## src/rtl/axis_pkg.sv

```systemverilog
// Purpose: shared constants and helpers for the AXI-stream width converters.
// Latency: not applicable; this package holds no logic.
// Backpressure: not applicable.
package axis_pkg;

  // Largest lane ratio any converter in this family is built for.
  localparam int AXIS_MAX_RATIO = 16;

  // Counter width for n states; never narrower than one bit so RATIO=1 still has a counter.
  function automatic int clog2_min1(input int n);
    return (n <= 2) ? 1 : $clog2(n);
  endfunction

endpackage

```

## src/rtl/axis_width_upsize_oreg.sv

```systemverilog
// Purpose: output word register with a valid flag; data reads as zero while empty.
// Latency: 1 cycle from load to o_vld.
// Backpressure: holds word and o_vld until i_rdy; a load during a drain replaces the word with no bubble.
module axis_width_upsize_oreg #(
  parameter int W = 72
) (
  input  logic         i_clk,
  input  logic         i_rst_n,
  input  logic         i_load,
  input  logic [W-1:0] i_dat,
  input  logic         i_rdy,
  output logic         o_vld,
  output logic [W-1:0] o_dat
);

  logic         r_vld;
  logic [W-1:0] r_dat;

  // Valid flag: set by a load, cleared by a drain that has no load alongside it.
  always_ff @(posedge i_clk) begin
    if (!i_rst_n) begin
      r_vld <= 1'b0;
    end else if (i_load) begin
      r_vld <= 1'b1;
    end else if (i_rdy) begin
      r_vld <= 1'b0;
    end
  end

  // Word storage: only written on a load, so the word stays stable while stalled.
  always_ff @(posedge i_clk) begin
    if (!i_rst_n) begin
      r_dat <= '0;
    end else if (i_load) begin
      r_dat <= i_dat;
    end
  end

  assign o_vld = r_vld;
  assign o_dat = r_vld ? r_dat : '0;

endmodule

```

## src/rtl/axis_width_upsize.sv

```systemverilog
// Purpose: packs RATIO narrow AXI-stream beats into one wide beat, lane 0 in the low bits.
// Latency: 1 cycle from the final-lane handshake to m_axis_tvalid; 1 beat/cycle sustained.
// Backpressure: partial lanes always accepted; final lane stalls while the output word is held.
// Optional build macro AXIS_WIDTH_UPSIZE_TLAST_EN adds tlast/tkeep and partial-word flush on tlast.
module axis_width_upsize
  import axis_pkg::*;
#(
  parameter int DATA_WIDTH = 18,
  parameter int RATIO      = 4
) (
  input  logic                        axis_clk,
  input  logic                        axis_rst_n,
  input  logic                        s_axis_tvalid,
  output logic                        s_axis_tready,
  input  logic [DATA_WIDTH-1:0]       s_axis_tdata,
  output logic                        m_axis_tvalid,
  input  logic                        m_axis_tready,
  output logic [DATA_WIDTH*RATIO-1:0] m_axis_tdata
`ifdef AXIS_WIDTH_UPSIZE_TLAST_EN
  ,
  input  logic                        s_axis_tlast,
  output logic                        m_axis_tlast,
  output logic [RATIO-1:0]            m_axis_tkeep
`endif
);

  localparam int              OW        = DATA_WIDTH * RATIO;
  localparam int              LW        = clog2_min1(RATIO);
  localparam logic [LW-1:0]   LAST_LANE = LW'(RATIO - 1);

  if (RATIO < 1 || RATIO > AXIS_MAX_RATIO) begin : g_bad_ratio
    $error("axis_width_upsize: RATIO out of range 1..16");
  end

  logic [LW-1:0] r_lane;
  logic [OW-1:0] r_pack;
  logic [OW-1:0] w_word;
  logic          w_tlast_in;
  logic          w_word_end;
  logic          w_s_hs;
  logic          w_load;
  logic          w_m_vld;

`ifdef AXIS_WIDTH_UPSIZE_TLAST_EN
  assign w_tlast_in = s_axis_tlast;
`else
  assign w_tlast_in = 1'b0;
`endif

  // A beat ends the word either by filling the last lane or by carrying tlast.
  assign w_word_end = (r_lane == LAST_LANE) | w_tlast_in;
  assign w_s_hs     = s_axis_tvalid & s_axis_tready;
  assign w_load     = w_s_hs & w_word_end;

  // Only a word-ending beat needs room in the output register.
  assign s_axis_tready = axis_rst_n & (~w_word_end | ~w_m_vld | m_axis_tready);

  // Merge the incoming beat into its lane; lanes above it are still zero in the pack register.
  always_comb begin
    w_word = r_pack;
    for (int k = 0; k < RATIO; k++) begin
      if (r_lane == LW'(k)) begin
        w_word[k*DATA_WIDTH +: DATA_WIDTH] = s_axis_tdata;
      end
    end
  end

  // Lane counter and pack register; both clear when a word is handed to the output stage.
  always_ff @(posedge axis_clk) begin
    if (!axis_rst_n) begin
      r_lane <= '0;
      r_pack <= '0;
    end else if (w_s_hs) begin
      if (w_word_end) begin
        r_lane <= '0;
        r_pack <= '0;
      end else begin
        r_lane <= r_lane + LW'(1);
        r_pack <= w_word;
      end
    end
  end

  assign m_axis_tvalid = w_m_vld;

`ifdef AXIS_WIDTH_UPSIZE_TLAST_EN
  logic [RATIO-1:0]    w_keep;
  logic [OW+RATIO:0]   w_oreg_dat;

  // Lanes 0..current are populated; a full word therefore gets all-ones.
  always_comb begin
    w_keep = '0;
    for (int k = 0; k < RATIO; k++) begin
      w_keep[k] = (LW'(k) <= r_lane);
    end
  end

  axis_width_upsize_oreg #(
    .W (OW + RATIO + 1)
  ) u_oreg (
    .i_clk   (axis_clk),
    .i_rst_n (axis_rst_n),
    .i_load  (w_load),
    .i_dat   ({s_axis_tlast, w_keep, w_word}),
    .i_rdy   (m_axis_tready),
    .o_vld   (w_m_vld),
    .o_dat   (w_oreg_dat)
  );

  assign m_axis_tdata = w_oreg_dat[OW-1:0];
  assign m_axis_tkeep = w_oreg_dat[OW+RATIO-1:OW];
  assign m_axis_tlast = w_oreg_dat[OW+RATIO];
`else
  axis_width_upsize_oreg #(
    .W (OW)
  ) u_oreg (
    .i_clk   (axis_clk),
    .i_rst_n (axis_rst_n),
    .i_load  (w_load),
    .i_dat   (w_word),
    .i_rdy   (m_axis_tready),
    .o_vld   (w_m_vld),
    .o_dat   (m_axis_tdata)
  );
`endif

endmodule

```

## config.mk

```make
export PLATFORM = sky130hd
export DESIGN_NAME = axis_width_upsize
export DESIGN_NICKNAME = d
export VERILOG_FILES = /design/src/rtl/axis_pkg.sv /design/src/rtl/axis_width_upsize_oreg.sv /design/src/rtl/axis_width_upsize.sv
export SDC_FILE = /design/constraint.sdc
export NUM_CORES = 1
export LEC_CHECK = 0
export ABC_AREA = 1
export CORE_AREA = 8 8 136 138
export CTS_CLUSTER_DIAMETER = 150
export DETAILED_ROUTE_END_ITERATION = 10
export DIE_AREA = 0 0 144 146
export PLACE_DENSITY = 0.66
export SETUP_SLACK_MARGIN = 0.15
export SYNTH_ARGS = -nofsm -noshare
export SYNTH_HDL_FRONTEND = slang
export SYNTH_SLANG_ARGS = --single-unit
export TNS_END_PERCENT = 20
```

## constraint.sdc

```tcl
create_clock -name axis_clk -period 1.4 [get_ports axis_clk]
set_input_delay 0.14 -clock axis_clk [delete_from_list [all_inputs] [get_ports axis_clk]]
set_output_delay 0.14 -clock axis_clk [all_outputs]
set_load 0.005 [all_outputs]
```

Word-level counts from Yosys, hierarchy flattened
Index checks and enable logic that the tools add are counted.
- bits in registers: 147
- output and inout bits: 74
- $add $sub $neg: 1
- eq/ne operators: 3
- multiplexer cells: 9
- bitwise logic cells: 7
- reduce and logical (&&, ||, !) cells: 2
- operator list (kind ; number):
    2-to-1 mux 72 bit ; 2
    2-to-1 mux 18 bit ; 4
    equality test 2 bit (second input constant) ; 2
    AND 1 bit ; 3
    adder 2 x 1 -> 2 bit (second input constant) ; 1
    equality test 2 x 1 -> 1 bit (second input constant) ; 1
    logical NOT 2 bit ; 1
    2-to-1 mux 1 bit ; 2
    2-to-1 mux 2 bit ; 1
    inverter 1 bit ; 2
    OR 1 bit ; 2
    nonzero test 2 bit ; 1

Logic depth before layout (Yosys ltp)
- depth after elaboration: 8
- depth in mapped cells: 10
- gate-level depth less buffers: 8

By module
A second synthesis with hierarchy kept.
- cells, all modules: 1098
- area total of the unflattened synthesis: 6989.2 um^2
- by module, submodules not included (module ; instances ; cells an instance ; area an instance (um^2)):
    axis_width_upsize ; 1 ; 629 ; 3878.7
    axis_width_upsize_oreg ; 1 ; 469 ; 3110.5

Worst setup path before layout
No wires, ideal clock.
- path type: register to register
- start: register r_lane[0]
- end: register u_oreg.r_dat[37]
- arrival time: 1.379 ns
- required time: 1.286 ns
- slack: -0.093 ns
- cell stages (with the launch flop): 10
- path buffers: 2
- period minus slack after synthesis: 1.493 ns
- path through: dfxtp_1 > inv_1 > ha_1 > buf_2 > inv_2 > buf_4 > nand2_1 > and2_1 > o21bai_1 > nor2_1
- longest elaborated chain between the ends: 7
- ends and longest elaborated chain (item ; RTL line ; source):
    start, declared ; axis_width_upsize.sv:35 ; logic [LW-1:0] r_lane;
    start signal, assigned ; axis_width_upsize.sv:78 ; r_lane <= r_lane + LW'(1);
    equality test 2 bit ; axis_width_upsize.sv:51 ; assign w_word_end = (r_lane == LAST_LANE) | w_tlast_in;
    inverter 1 bit ; axis_width_upsize.sv:56 ; assign s_axis_tready = axis_rst_n & (~w_word_end | ~w_m_vld | m_axis_tready);
    OR 1 bit (2 in series) ; axis_width_upsize.sv:56 ;
    AND 1 bit ; axis_width_upsize.sv:56 ;
    AND 1 bit ; axis_width_upsize.sv:52 ; assign w_s_hs = s_axis_tvalid & s_axis_tready;
    AND 1 bit ; axis_width_upsize.sv:53 ; assign w_load = w_s_hs & w_word_end;
    end signal, assigned ; axis_width_upsize_oreg.sv:35 ; r_dat <= i_dat;
    end, declared ; axis_width_upsize_oreg.sv:17 ; logic [W-1:0] r_dat;
Several ways; a longest one is shown, not always the timed one.
A chain may end at the register's enable or synchronous reset.

Worst setup path in the final report
- start: register u_oreg.r_vld (netlist: u_oreg.o_vld)
- end: register u_oreg.r_dat[1]
- longest elaborated chain between the ends: 6
- ends and longest elaborated chain (item ; RTL line ; source):
    start, declared ; axis_width_upsize_oreg.sv:16 ; logic r_vld;
    start signal, assigned ; axis_width_upsize_oreg.sv:22 ; r_vld <= 1'b0;
    start signal, assigned ; axis_width_upsize_oreg.sv:24 ; r_vld <= 1'b1;
    start signal, assigned ; axis_width_upsize_oreg.sv:26 ; r_vld <= 1'b0;
    inverter 1 bit ; axis_width_upsize.sv:56 ;
    OR 1 bit (2 in series) ; axis_width_upsize.sv:56 ;
    AND 1 bit ; axis_width_upsize.sv:56 ;
    AND 1 bit ; axis_width_upsize.sv:52 ;
    AND 1 bit ; axis_width_upsize.sv:53 ;
No other way between the ends.

==> results.json <==
{
  "synth-seq-area-share_pct": 35.9,
  "critPathBufInv": 4,
  "whs_endpoint": "u_oreg.r_dat[2]",
  "start_util_pct": 44.2,
  "reg2reg_depth": 8,
  "final.setup.tns_ns": -22.30,
  "fin_crit_sh_pct": 115,
  "clk_latency_ns": 0.42,
  "cts.sinks": 129,
  "yosys.area_share.simple_pct": 38.9,
  "ant_nets": 0,
  "r2r_setup_slack_ns": -0.21,
  "drive_above_1_share_pct": 24.8,
  "synthAdderAreaFrac_pct": 0.695,
  "finish.instance_area_mm2": 0.00990,
  "combinationalPowerShare_pct": 19.2,
  "timing.hold.ws_ns": 0.0726,
  "antennaDiodeCount": 0,
  "synth_top_cell_by_area": "dfxtp_1",
  "clk_pin_slew_ns": 0.06,
  "max_freq_mhz": 621,
  "synth_seq_cells": 129,
  "worst_pin_slew_ns": 0.405,
  "setup-violations-final": 189,
  "vias": 7282,
  "fin_cells": 1557,
  "fin_skew_ns": 0.00747,
  "max_stage_delay_ns": 0.38,
  "synthTopCellsByArea": "dfxtp_1 (36%), nand2_1 (22%), inv_1 (12%)",
  "min_period_ns": 1.61,
  "die_w_um": 144,
  "firstDrtPassIters": 5,
  "area_growth_pct": 37.5,
  "sequentialPowerShare_pct": 39.4,
  "p_int_mw": 7.07,
  "rr_startpoint": "u_oreg.o_vld",
  "grt_max_degree": 73,
  "hp-class": "primary input to register",
  "switching_share_pct": 28.3,
  "outcome": "finished, violations left",
  "ctsHoldBuffers": 0,
  "die_area_mm2": 0.0210,
  "routed_via_density": 4.68,
  "root_buffer": "clkbuf_16",
  "drt_iter0_drc": 695,
  "p_sw_mw": 2.79,
  "cp_max_fo": 30,
  "htree_levels": 4,
  "routedWlPerCell_um": 13.7,
  "fin_ws_ns": -0.210,
  "synthXorXnorAreaFrac_pct": 0,
  "crit_chain": "buf_6 > buf_6 > nand2_4 > nand4_1 > buf_12 > buf_12 > a21oi_1 > nor2_1",
  "start_kind": "register",
  "grt_pass1_wl_mm": 32.5,
  "placed_cell_area_mm2": 0.00870,
  "synth-compound-area-share_pct": 6.04,
  "slew_viol_final": 0,
  "synthCells": 1199,
  "grt_pass1_vias": 6491,
  "crit_required_ns": 1.71,
  "gr-usage-all-layers_pct": 19.3,
  "fp.coreArea_mm2": 0.0163,
  "die_h_um": 146,
  "nets": 1351,
  "rows": 47,
  "syn_area_per_cell_um2": 6.01,
  "syn-num-nets": 1225,
  "muxShareOfSynthArea_pct": 0,
  "synthDominantCellAreaShare_pct": 35.9,
  "min_from": "axis_rst_n",
  "grt_overflow": 0,
  "r2r-end": "u_oreg.r_dat[1]",
  "wirelength_mm": 21.4,
  "vdd_ir_drop_max_uv": 942,
  "clock_power_share_pct": 41.4,
  "power.density_mw_per_mm2": 996,
  "clk_path_buf_depth": 2,
  "cts_buffers": 17,
  "cts_tree": "built",
  "synth_warnings": 0,
  "end_kind": "register",
  "syn_area_mm2": 0.00720,
  "ios": 96,
  "cap_viol_max_count": 0,
  "crit_arrival_ns": 1.92,
  "dpl.cell_count": 1497,
  "final_util_pct": 60.8,
  "cp_slowest_cell": "dfxtp_4",
  "hold_path_depth": 3,
  "antenna_found_initial": 0,
  "hold_violations": 0,
  "drc": 0,
  "cpLargestDelayFamily": "buffers and inverters",
  "crit_type": "register to register",
  "rsz0062_at_grt": "yes",
  "violations": "setup timing",
  "gp_congestion": 0.781,
  "synth_top_family_by_area": "simple AND/OR/NAND/NOR gates",
  "hpwl_mm": 13.1,
  "maxSlewHeadroom_pct": 73.0,
  "ys_types": 19,
  "power_leakage_nw": 5.89,
  "portBuffers": 95
}
## worst reg2reg max path: stages (launching register included)
cell,delay (ns)
dfxtp_4,0.38
buf_6,0.14
buf_6,0.12
nand2_4,0.06
nand4_1,0.18
buf_12,0.24
buf_12,0.18
a21oi_1,0.15
nor2_1,0.06
## power by group through the flow
stage                     Clock [mW]  Combinational, mW  Sequential (mW)
after floorplan                    0               1.22             3.94
after global placement             0               1.71             3.95
after detailed placement           0               1.73             3.95
after CTS                       4.12               1.82             3.88
after global routing            4.28               2.11             3.90
final                           4.08               1.89             3.89
## stage by stage
stage | setup slack (ns) | power [mW]
floorplan | 0.0884 | 5.16
global placement | -0.239 | 5.66
detailed placement | -0.289 | 5.68
CTS | -0.454 | 9.82
global route | -0.262 | 10.3
finish | -0.210 | 9.86
## flip-flops by register name, summed over array words and instances (netlist names)
name          cells
u_oreg.r_dat     72
r_lane            2
u_oreg.o_vld      1
r_pack           54
## timing repair
| item | 4_1_cts | 5_1_grt |
|---|---|---|
| pin swaps | 8 | 23 |
| gates cloned | 1 | 8 |
| setup buffers | 1 | 19 |
| endpoints found under the setup margin | 202 | 202 |
| resized for setup | 266 | 196 |
## layout make-up
| cell class | instances | area (um^2) |
|---|---|---|
| clock inverter | 5 | 27.5 |
| clock buffer | 26 | 509 |
| inverter | 241 | 936 |
| timing repair buffer | 180 | 1860 |
| multi-input combinational | 756 | 3700 |
| sequential | 129 | 2590 |
| tap | 220 | 275 |
| fill | 1515 | 6390 |
## how the worst max path moves through the flow
stage	startpoint	end	slack [ns]	depth (start not counted)
2_1_floorplan	r_lane[0]	u_oreg.r_dat[37]	0.09	9
3_3_place_gp	m_axis_tready	u_oreg.r_dat[49]	-0.24	8
3_5_place_dp	m_axis_tready	u_oreg.r_dat[49]	-0.29	8
4_1_cts	u_oreg.o_vld	m_axis_tdata[20]	-0.45	4
5_1_grt	u_oreg.o_vld	u_oreg.r_dat[10]	-0.26	9
6_report	u_oreg.o_vld	u_oreg.r_dat[1]	-0.21	8
## kinds of logic after synthesis
group / Yosys count
simple gates: 696
buf+inv: 314
flops: 129
compound gates: 56
fa+ha+maj: 4
## placed cells by master, fill, tap and decap left out, drive strengths merged
cell,n
nand2,419
inv,241
nor2,146
buf,146
dfxtp,129
nand3,113
a21oi,38
clkbuf,37
clkdlybuf4s50,19
and2,17
o21bai,17
ha,4
clkinv,4
clkdlybuf4s15,3
nand4,1
o21ai,1
clkinvlp,1
dlymetal6s2s,1
## Yosys cell counts
cell type  number
dfxtp_1       129
inv_1         236
buf_1           7
buf_6          11
o21ai_1         1
nand4_1         1
clkbuf_1       21
nor2_1        146
a21oi_1         8
nand3_2         1
a21oi_2        30
and2_1         17
nand3_1       112
ha_1            4
o21bai_1       17
inv_2           5
nand2_1       419
buf_2          23
buf_4          11
## routing by layer
metal / track usage [%] / vias up / routed length (um)
met3: 4.17 / 34 / 1340
met1: 24.5 / 3272 / 9380
met4: 7.15 / 0 / 484
li1: - / 3748 / -
met5: 0 / - / 0
met2: 31.4 / 228 / 10200
(Power assumes the default switching activity.)
